File: src/rtl/fft_dac_pkg.sv
// rtl/fft_dac_pkg.sv - commands, frame width, FSM states and address helper for the SPI DAC writer
package fft_dac_pkg;

  localparam logic [3:0] CMD_WR_UPD = 4'b0011;
  localparam logic [3:0] CMD_WR_IN  = 4'b0001;
  localparam int         FRAME_W    = 24;

  typedef enum logic [2:0] {IDLE, LOAD, SHIFT, GAP, LDAC} state_t;

  function automatic logic [3:0] ch2addr(input logic [1:0] ch);
    return 4'b0001 << ch;
  endfunction

endpackage

File: src/rtl/fft_dac_sclk_gen.sv
// rtl/fft_dac_sclk_gen.sv - SCLK divider with rise/fall strobes aligned to the toggling edge
module fft_dac_sclk_gen #(
  parameter int DIV = 12
) (
  input  logic iCLK,
  input  logic iRESET,
  input  logic en,
  output logic sclk,
  output logic rise,
  output logic fall
);

  localparam int CW = $clog2(DIV);

  logic [CW-1:0] cnt;
  logic          tc;

  assign tc   = en && (cnt == CW'(DIV - 1));
  assign rise = tc && !sclk;
  assign fall = tc && sclk;

  always_ff @(posedge iCLK or negedge iRESET) begin
    if (!iRESET) begin
      cnt  <= '0;
      sclk <= 1'b1;
    end else if (!en) begin
      cnt  <= '0;
      sclk <= 1'b1;
    end else if (tc) begin
      cnt  <= '0;
      sclk <= !sclk;
    end else begin
      cnt <= cnt + CW'(1);
    end
  end

endmodule

File: src/rtl/fft_dac_mc.sv
// rtl/fft_dac_mc.sv - multi-channel AD5686-class SPI DAC writer with round-robin service and optional LDAC
module fft_dac_mc
  import fft_dac_pkg::*;
#(
  parameter int DATA_W = 16,
  parameter int CH_NUM = 4,
  parameter int DIV    = 12,
  parameter int MODE   = 0,
  localparam int CH_W  = $clog2(CH_NUM) + 1
) (
  input  logic              iCLK,
  input  logic              iRESET,
  input  logic              iEN,
  input  logic              iVALID,
  input  logic [CH_W-1:0]   iCH,
  input  logic [DATA_W-1:0] iDATA,
  output logic              oBUSY,
  output logic              oDONE,
  output logic              oOVERRUN,
  output logic              oDAC_DATA,
  output logic              oDAC_CS,
  output logic              oDAC_CLK,
  output logic              oDAC_LDAC
);

  localparam int         CHI_W = (CH_NUM > 1) ? $clog2(CH_NUM) : 1;
  localparam int         FW    = FRAME_W + DATA_W - 16;
  localparam int         BW    = $clog2(FW + 1);
  localparam int         WW    = $clog2(DIV) + 1;
  localparam logic [3:0] CMD   = (MODE != 0) ? CMD_WR_IN : CMD_WR_UPD;

  state_t            state, state_n;
  logic [DATA_W-1:0] hold [CH_NUM];
  logic [CH_NUM-1:0] pend, set_v, clr_v;
  logic [CHI_W-1:0]  last, sel, idx;
  logic [FW-1:0]     frame;
  logic [BW-1:0]     bitcnt;
  logic [WW-1:0]     wcnt;
  logic              sclk_rise, sclk_fall, legal, found, go, last_bit, wait_done, overrun;

  assign legal     = iVALID && (iCH < CH_W'(CH_NUM));
  assign go        = iEN && (|pend);
  assign last_bit  = sclk_rise && (bitcnt == BW'(FW));
  assign wait_done = (wcnt == WW'(DIV - 1));
  assign overrun   = |(set_v & pend & ~clr_v);
  assign oBUSY     = (state != IDLE);
  assign oDAC_DATA = frame[FW-1];

  fft_dac_sclk_gen #(.DIV(DIV)) u_sclk (
    .iCLK  (iCLK),
    .iRESET(iRESET),
    .en    (state == SHIFT),
    .sclk  (oDAC_CLK),
    .rise  (sclk_rise),
    .fall  (sclk_fall)
  );

  // Search starts just after the last served channel and wraps.
  always_comb begin
    sel   = last;
    idx   = last;
    found = 1'b0;
    for (int i = 1; i <= CH_NUM; i++) begin
      idx = CHI_W'((int'(last) + i) % CH_NUM);
      if (!found && pend[idx]) begin
        sel   = idx;
        found = 1'b1;
      end
    end
  end

  always_comb begin
    set_v = '0;
    clr_v = '0;
    for (int c = 0; c < CH_NUM; c++) begin
      set_v[c] = legal && (iCH == CH_W'(c));
      clr_v[c] = (state == LOAD) && (sel == CHI_W'(c));
    end
  end

  always_comb begin
    state_n = state;
    case (state)
      IDLE:    if (go) state_n = LOAD;
      LOAD:    state_n = SHIFT;
      SHIFT:   if (last_bit) state_n = GAP;
      GAP:     if (wait_done) state_n = go ? LOAD : ((MODE != 0) ? LDAC : IDLE);
      LDAC:    if (wait_done) state_n = go ? LOAD : IDLE;
      default: state_n = IDLE;
    endcase
  end

  always_ff @(posedge iCLK or negedge iRESET) begin
    if (!iRESET) state <= IDLE;
    else         state <= state_n;
  end

  always_ff @(posedge iCLK or negedge iRESET) begin
    if (!iRESET) begin
      for (int c = 0; c < CH_NUM; c++) hold[c] <= '0;
    end else begin
      for (int c = 0; c < CH_NUM; c++) if (set_v[c]) hold[c] <= iDATA;
    end
  end

  // A fresh capture on the channel being loaded re-arms its pending bit.
  always_ff @(posedge iCLK or negedge iRESET) begin
    if (!iRESET) begin
      pend      <= '0;
      last      <= CHI_W'(CH_NUM - 1);
      frame     <= '0;
      bitcnt    <= '0;
      wcnt      <= '0;
      oDAC_CS   <= 1'b1;
      oDAC_LDAC <= 1'b1;
      oDONE     <= 1'b0;
      oOVERRUN  <= 1'b0;
    end else begin
      pend      <= (pend & ~clr_v) | set_v;
      oOVERRUN  <= overrun;
      oDONE     <= (state == SHIFT) && (state_n == GAP);
      oDAC_CS   <= (state_n != SHIFT);
      oDAC_LDAC <= (state_n != LDAC);
      if (state_n != state)                  wcnt <= '0;
      else if (state == GAP || state == LDAC) wcnt <= wcnt + WW'(1);
      if (state == LOAD) begin
        frame  <= {CMD, ch2addr(2'(sel)), hold[sel]};
        last   <= sel;
        bitcnt <= '0;
      end else if (state == SHIFT) begin
        if (sclk_fall) bitcnt <= bitcnt + BW'(1);
        if (sclk_rise) frame <= frame << 1;
        if (last_bit)  bitcnt <= '0;
      end
    end
  end

endmodule
File: config.mk
export PLATFORM = sky130hd
export DESIGN_NAME = fft_dac_mc
export DESIGN_NICKNAME = d
export VERILOG_FILES = /design/src/rtl/fft_dac_pkg.sv /design/src/rtl/fft_dac_sclk_gen.sv /design/src/rtl/fft_dac_mc.sv
export SDC_FILE = /design/constraint.sdc
export NUM_CORES = 1
export LEC_CHECK = 0
export ABC_CLOCK_PERIOD_IN_PS = 5150
export CORE_MARGIN = 4
export CORE_UTILIZATION = 35
export DETAILED_ROUTE_END_ITERATION = 12
export SKIP_CTS_REPAIR_TIMING = 1
export SYNTH_ARGS = -nofsm -noshare
export SYNTH_HDL_FRONTEND = slang
export SYNTH_HIERARCHICAL = 1
export SYNTH_SLANG_ARGS = --single-unit
export TNS_END_PERCENT = 50
File: constraint.sdc
create_clock -name iCLK -period 5.15 [get_ports iCLK]
set_clock_uncertainty 0.2 [all_clocks]
set_input_delay 1.03 -clock iCLK [delete_from_list [all_inputs] [get_ports iCLK]]
set_output_delay 1.03 -clock iCLK [all_outputs]
set_load 0.02 [all_outputs]
==> metrics, run 1 <==
Cells after Synth 456; max_cap viols 0; cell leakage power 0.00282 µW; max-slew violation count 0; final hold violations 0; Fin Setup TNS 0 ns; Avg Inst Size Synth 12.1 µm²; # DRC 0; PortBufs 29; Worst Max-Slew Pin Slew 1.07 ns; Die Span Y 134 µm; Netlist cell types 60; CTS root buffer clkbuf_16; Mapped Area 5520 µm²; crit path kind register to primary output; outcome complete, no violations; Cell Pwr Density 524 nW/µm²; M2 GR Usage 0.223; Final Wtd Congestion 0.849; Synth Register Bits 116; routed wire length per instance 16.3 µm; final setup vio count 0; diodes inserted 0; Synth Warn # 6; nature of the critical path startpoint register; Worst-path clk slew 0.05 ns; io pins 30; row count 45; met1 usage 0.185; most used routing layer met2; Die Span X 134 µm; global-route wire length before repair 19600 µm; clock sinks 116; IR drop worst, VDD 0.270 mV; Remaining Overflow, GRT 0; Post-synth ARST share 1.00; WL final 11600 µm; Slew HR 0.287; Tmin final 3.13 ns; die area 17800 µm²; Data arrival, critical path 1.90 ns; DP Cell Count 677; H-tree depth 4; Max Fclk 319 MHz; routed vias 3594; commonest non-fill, non-tap cell in the layout dfrtp_1; initial antenna violation count 0; RSZ-0062 raised after global routing no; Core ar. 15300 µm²; largest net degree at the start of global routing 86; met3 Track Usage GR 0.0359; Routed Antenna Nets 0; top_reg_cell synth dfrtp_1; CTS tree built; layout cells sized above 1 0.257; Post-synth EDFFs 0; DRT Pass-1 Iters 4; drt initial violations 218; initial core utilization 0.360; critical path capture point type primary output; sequential area share after synthesis 0.527; CTS Buf Count 17; Area Growth Syn to Fin 18.2%; Clock Tree Buf Depth 2; Finished Layout Cells 709; Hold WC Path Type register to register; commonest non-fill, non-tap cells in the layout 111 x dfrtp_1, 51 x nand2_1, 51 x mux2_2; worst skew pair latency 0.41 ns; Global Route Usage Sum 0.139; post-DR vias/cell 5.07; post-detail-place hpwl 7240 µm; Nets 512; vias in the first global route 3733; syn nets 483; worst-path fanout max 10; Critical Path RT 3.92 ns; Tcrit/Tclk final 0.608
[cells in the mapped netlist, types with 3 or more instances]
cell type	n	area share
o22ai_1	4	0.0045
nor3_2	3	0.0054
nand4_1	3	0.0034
mux2_2	51	0.10
dfstp_2	5	0.024
mux2_1	14	0.029
inv_1	5	0.0034
nand2_1	51	0.035
ha_1	4	0.0091
a21oi_1	13	0.012
o211ai_1	6	0.0082
and2_1	5	0.0057
a21oi_2	3	0.0048
xor2_1	6	0.0095
nor3_1	4	0.0036
nor3b_1	3	0.0041
or3_2	3	0.0041
mux2_4	10	0.027
nand2b_1	3	0.0034
buf_6	6	0.012
o21ai_1	20	0.018
a221oi_2	4	0.011
clkbuf_1	5	0.0034
and3_1	6	0.0068
a31oi_1	8	0.0091
nand3_1	14	0.013
o221ai_2	3	0.0082
mux2i_1	18	0.033
nor2_1	23	0.016
dfrtp_1	111	0.50
buf_2	9	0.0082
[sequential cells by signal, summed over array words and instances, names as in the netlist, 2 cells and up]
signal      cells
pend            4
hold           64
frame          24
last            2
u_sclk/cnt      4
bitcnt          5
state           3
wcnt            5
[final timing paths]
| path | slack [ns] | cells after the start | end | from |
|---|---|---|---|---|
| hold / removal | 0.25 | 1 | u_sclk/cnt[0]$_DFF_PN0_ | u_sclk/cnt[0]$_DFF_PN0_ |
| hold reg to reg | 0.25 | 1 | u_sclk/cnt[0]$_DFF_PN0_ | u_sclk/cnt[0]$_DFF_PN0_ |
| max in group asynchronous | 3.11 | 2 | oDAC_CS$_DFF_PN1_ | iRESET |
| setup reg to reg | 2.12 | 8 | bitcnt[2]$_DFFE_PN0P_ | state[2]$_DFF_PN0_ |
| setup / recovery | 2.02 | 2 | oBUSY | state[2]$_DFF_PN0_ |
| min in group asynchronous | 0.60 | 1 | u_sclk/cnt[2]$_DFF_PN0_ | iRESET |
[where the power goes]
group          leakage, µW  switching, µW  internal [µW]
clock network     0.000281            386            739
registers          0.00141            189           1180
logic              0.00112            456            470
total              0.00282           1030           2390
[through the flow]
step	instance area, µm²	util	setup WS (ns)	total power [µW]	hold WS [ns]
floorplan	5520	-	2.59	2100	0.227
global placement	5950	0.388	1.84	2270	0.241
detailed placement	5950	0.388	1.82	2320	0.247
CTS	6520	0.426	2.01	3460	0.255
global route	6520	0.426	1.94	3630	0.290
finish	6520	0.426	2.02	3420	0.250
[critical path, cell delays in order (launching register included)]
cell and delay, ns:
dfrtp_1 0.50, or3_1 0.44, clkdlybuf4s50_1 0.56
[kinds of logic (layout without fill, tap and decap cells)]
kind of cell               Yosys count  count (layout)  share of synthesized area
muxes                               93              93                      0.192
AOI/OAI and AO/OA                   73              73                     0.0966
DFF                                116             116                      0.527
adders and majority gates            4               4                    0.00907
and+or+nand+nor                    134             134                      0.128
xor gates and xnor gates             7               7                     0.0111
buffers and inverters               29              71                     0.0356
[per-layer routing]
metal  part of all wire  wire length [µm]  up-vias
met1               0.48              5490     1819
met3              0.036               417       16
met4              0.013               148        0
met2               0.48              5490       67
li1                   -                 -     1692
met5                  0                 0        -
[cell type report]
class	instances	area, µm²
Fill cell	1461	8790
Tap cell	211	264
Inverter	6	22.5
Clock inverter	4	47.5
Multi-Input combinational cell	311	2420
Clock buffer	28	527
Timing Repair Buffer	33	330
Sequential cell	116	2910
Power figures use the tool's default switching activity.
==> inputs of run 2 (changes only) <==
- ABC_CLOCK_PERIOD_IN_PS: 5150 -> 2500
- clock period: 5.15 -> 2.5 ns (I/O delays scaled with it)
==> metrics, run 2 (synthesized netlist as in run 1, its figures left out) <==
Cell Pwr Density 1050 nW/µm²; initial core utilization 0.360; Regs by FF count hold x64, frame x24; Final Wtd Congestion 0.780; DRT Pass-1 Iters 4; IR drop worst, VDD 0.597 mV; Worst-path clk slew 0.05 ns; fillers 1428; Tcrit/Tclk final 0.936; met1 usage 0.187; Placed Area 6150 µm²; nature of the critical path startpoint register; final setup vio count 0; critical-path cell list mux2i_1 > nor2_1 > a211oi_4 > buf_12 > mux2_4 > a221oi_2 > o21ai_1; H-tree depth 4; clock sinks 116; Global Route Usage Sum 0.140; die area 17800 µm²; Nets 529; Routed Antenna Nets 0; crit path kind register to register; diodes inserted 0; max-slew violation count 0; commonest non-fill, non-tap cell in the layout dfrtp_1; DP Cell Count 693; routed vias 3667; Fin Setup TNS 0 ns; post-detail-place hpwl 7420 µm; Clock Tree Buf Depth 2; Worst path slowest cell dfstp_2; drt initial violations 266; Critical Path RT 2.60 ns; routed wire length per instance 15.7 µm; Die Span Y 134 µm; most used routing layer met2; row count 45; worst path bufs/invs 1; # DRC 0; RSZ-0062 raised after global routing no; met3 Track Usage GR 0.0408; M2 GR Usage 0.210; Tmin final 2.34 ns; initial antenna violation count 0; outcome complete, no violations; Area Growth Syn to Fin 21.7%; CTS tree built; cell leakage power 0.00291 µW; Top reg by flops hold; Slew HR 0.675; worst-path fanout max 25; Data arrival, critical path 2.44 ns; PortBufs 29; CTS root buffer clkbuf_16; Max Fclk 427 MHz; layout cells sized above 1 0.288; CP delay by family, top flip-flops; Largest register FFs 64; vias in the first global route 3803; critical path capture point type register; Core ar. 15300 µm²; crit-path max cell delay 0.60 ns; Finished Layout Cells 725; Remaining Overflow, GRT 0; post-DR vias/cell 5.06; Hold WC Path Type register to register; Worst Max-Slew Pin Slew 0.476 ns; Final Cell Area 6720 µm²; Multi-input gate area 2430 µm²; final hold violations 0; Die Span X 134 µm; WL final 11400 µm; io pins 30; largest net degree at the start of global routing 47; max_cap viols 0; Reg area 2910 µm²; global-route wire length before repair 19600 µm; CTS Buf Count 17; commonest non-fill, non-tap cells in the layout 110 x dfrtp_1, 51 x nand2_1, 51 x mux2_2; worst skew pair latency 0.42 ns
==> run 2: layout make-up <==
| type | instances | area share |
|---|---|---|
| multi-input cells | 311 | 0.361 |
| clock buffers | 22 | 0.0706 |
| well taps | 211 | 0.0393 |
| inverters | 6 | 0.00335 |
| clock inverters | 9 | 0.0119 |
| flip-flops and latches | 116 | 0.433 |
| repair buffers | 50 | 0.0801 |
==> run 2: per-stage QoR <==
| step | utilization | power, µW | hold WS, ns | setup WS, ns |
|---|---|---|---|---|
| after detailed placement | 0.401 | 4840 | 0.258 | 0.121 |
| after CTS | 0.438 | 7130 | -0.198 | -0.132 |
| after global placement | 0.401 | 4760 | 0.239 | 0.198 |
| after global routing | 0.438 | 7490 | 0.280 | 0.0273 |
| after floorplan | - | 4340 | 0.00441 | 0.0823 |
| final | 0.438 | 7030 | 0.265 | 0.161 |
==> run 2: final timing paths <==
| check | startpoint | endpoint | slack [ns] | cells after the start |
|---|---|---|---|---|
| worst max-delay path | last[1]$_DFFE_PN1P_ | frame[4]$_DFFE_PN0P_ | 0.16 | 7 |
| worst min-delay path | u_sclk/cnt[0]$_DFF_PN0_ | u_sclk/cnt[0]$_DFF_PN0_ | 0.26 | 1 |
| worst max register to register | last[1]$_DFFE_PN1P_ | frame[4]$_DFFE_PN0P_ | 0.16 | 7 |
| worst min register to register | u_sclk/cnt[0]$_DFF_PN0_ | u_sclk/cnt[0]$_DFF_PN0_ | 0.26 | 1 |
| max in group asynchronous | iRESET | last[1]$_DFFE_PN1P_ | 1.12 | 3 |
| min in group asynchronous | iRESET | bitcnt[0]$_DFFE_PN0P_ | 0.36 | 2 |
==> run 2: report_power, final <==
part           switching (µW)  internal, µW
Combinational             954          1030
Clock                     813          1430
Sequential                369          2430
==> run 2: routing by layer <==
metal  vias to the layer above  wire length (µm)  share of wire
li1                       1734                 -              -
met1                      1843              5380           0.47
met2                        75              5360           0.47
met3                        15               431          0.038
met4                         0               210          0.018
met5                         -                 0              0
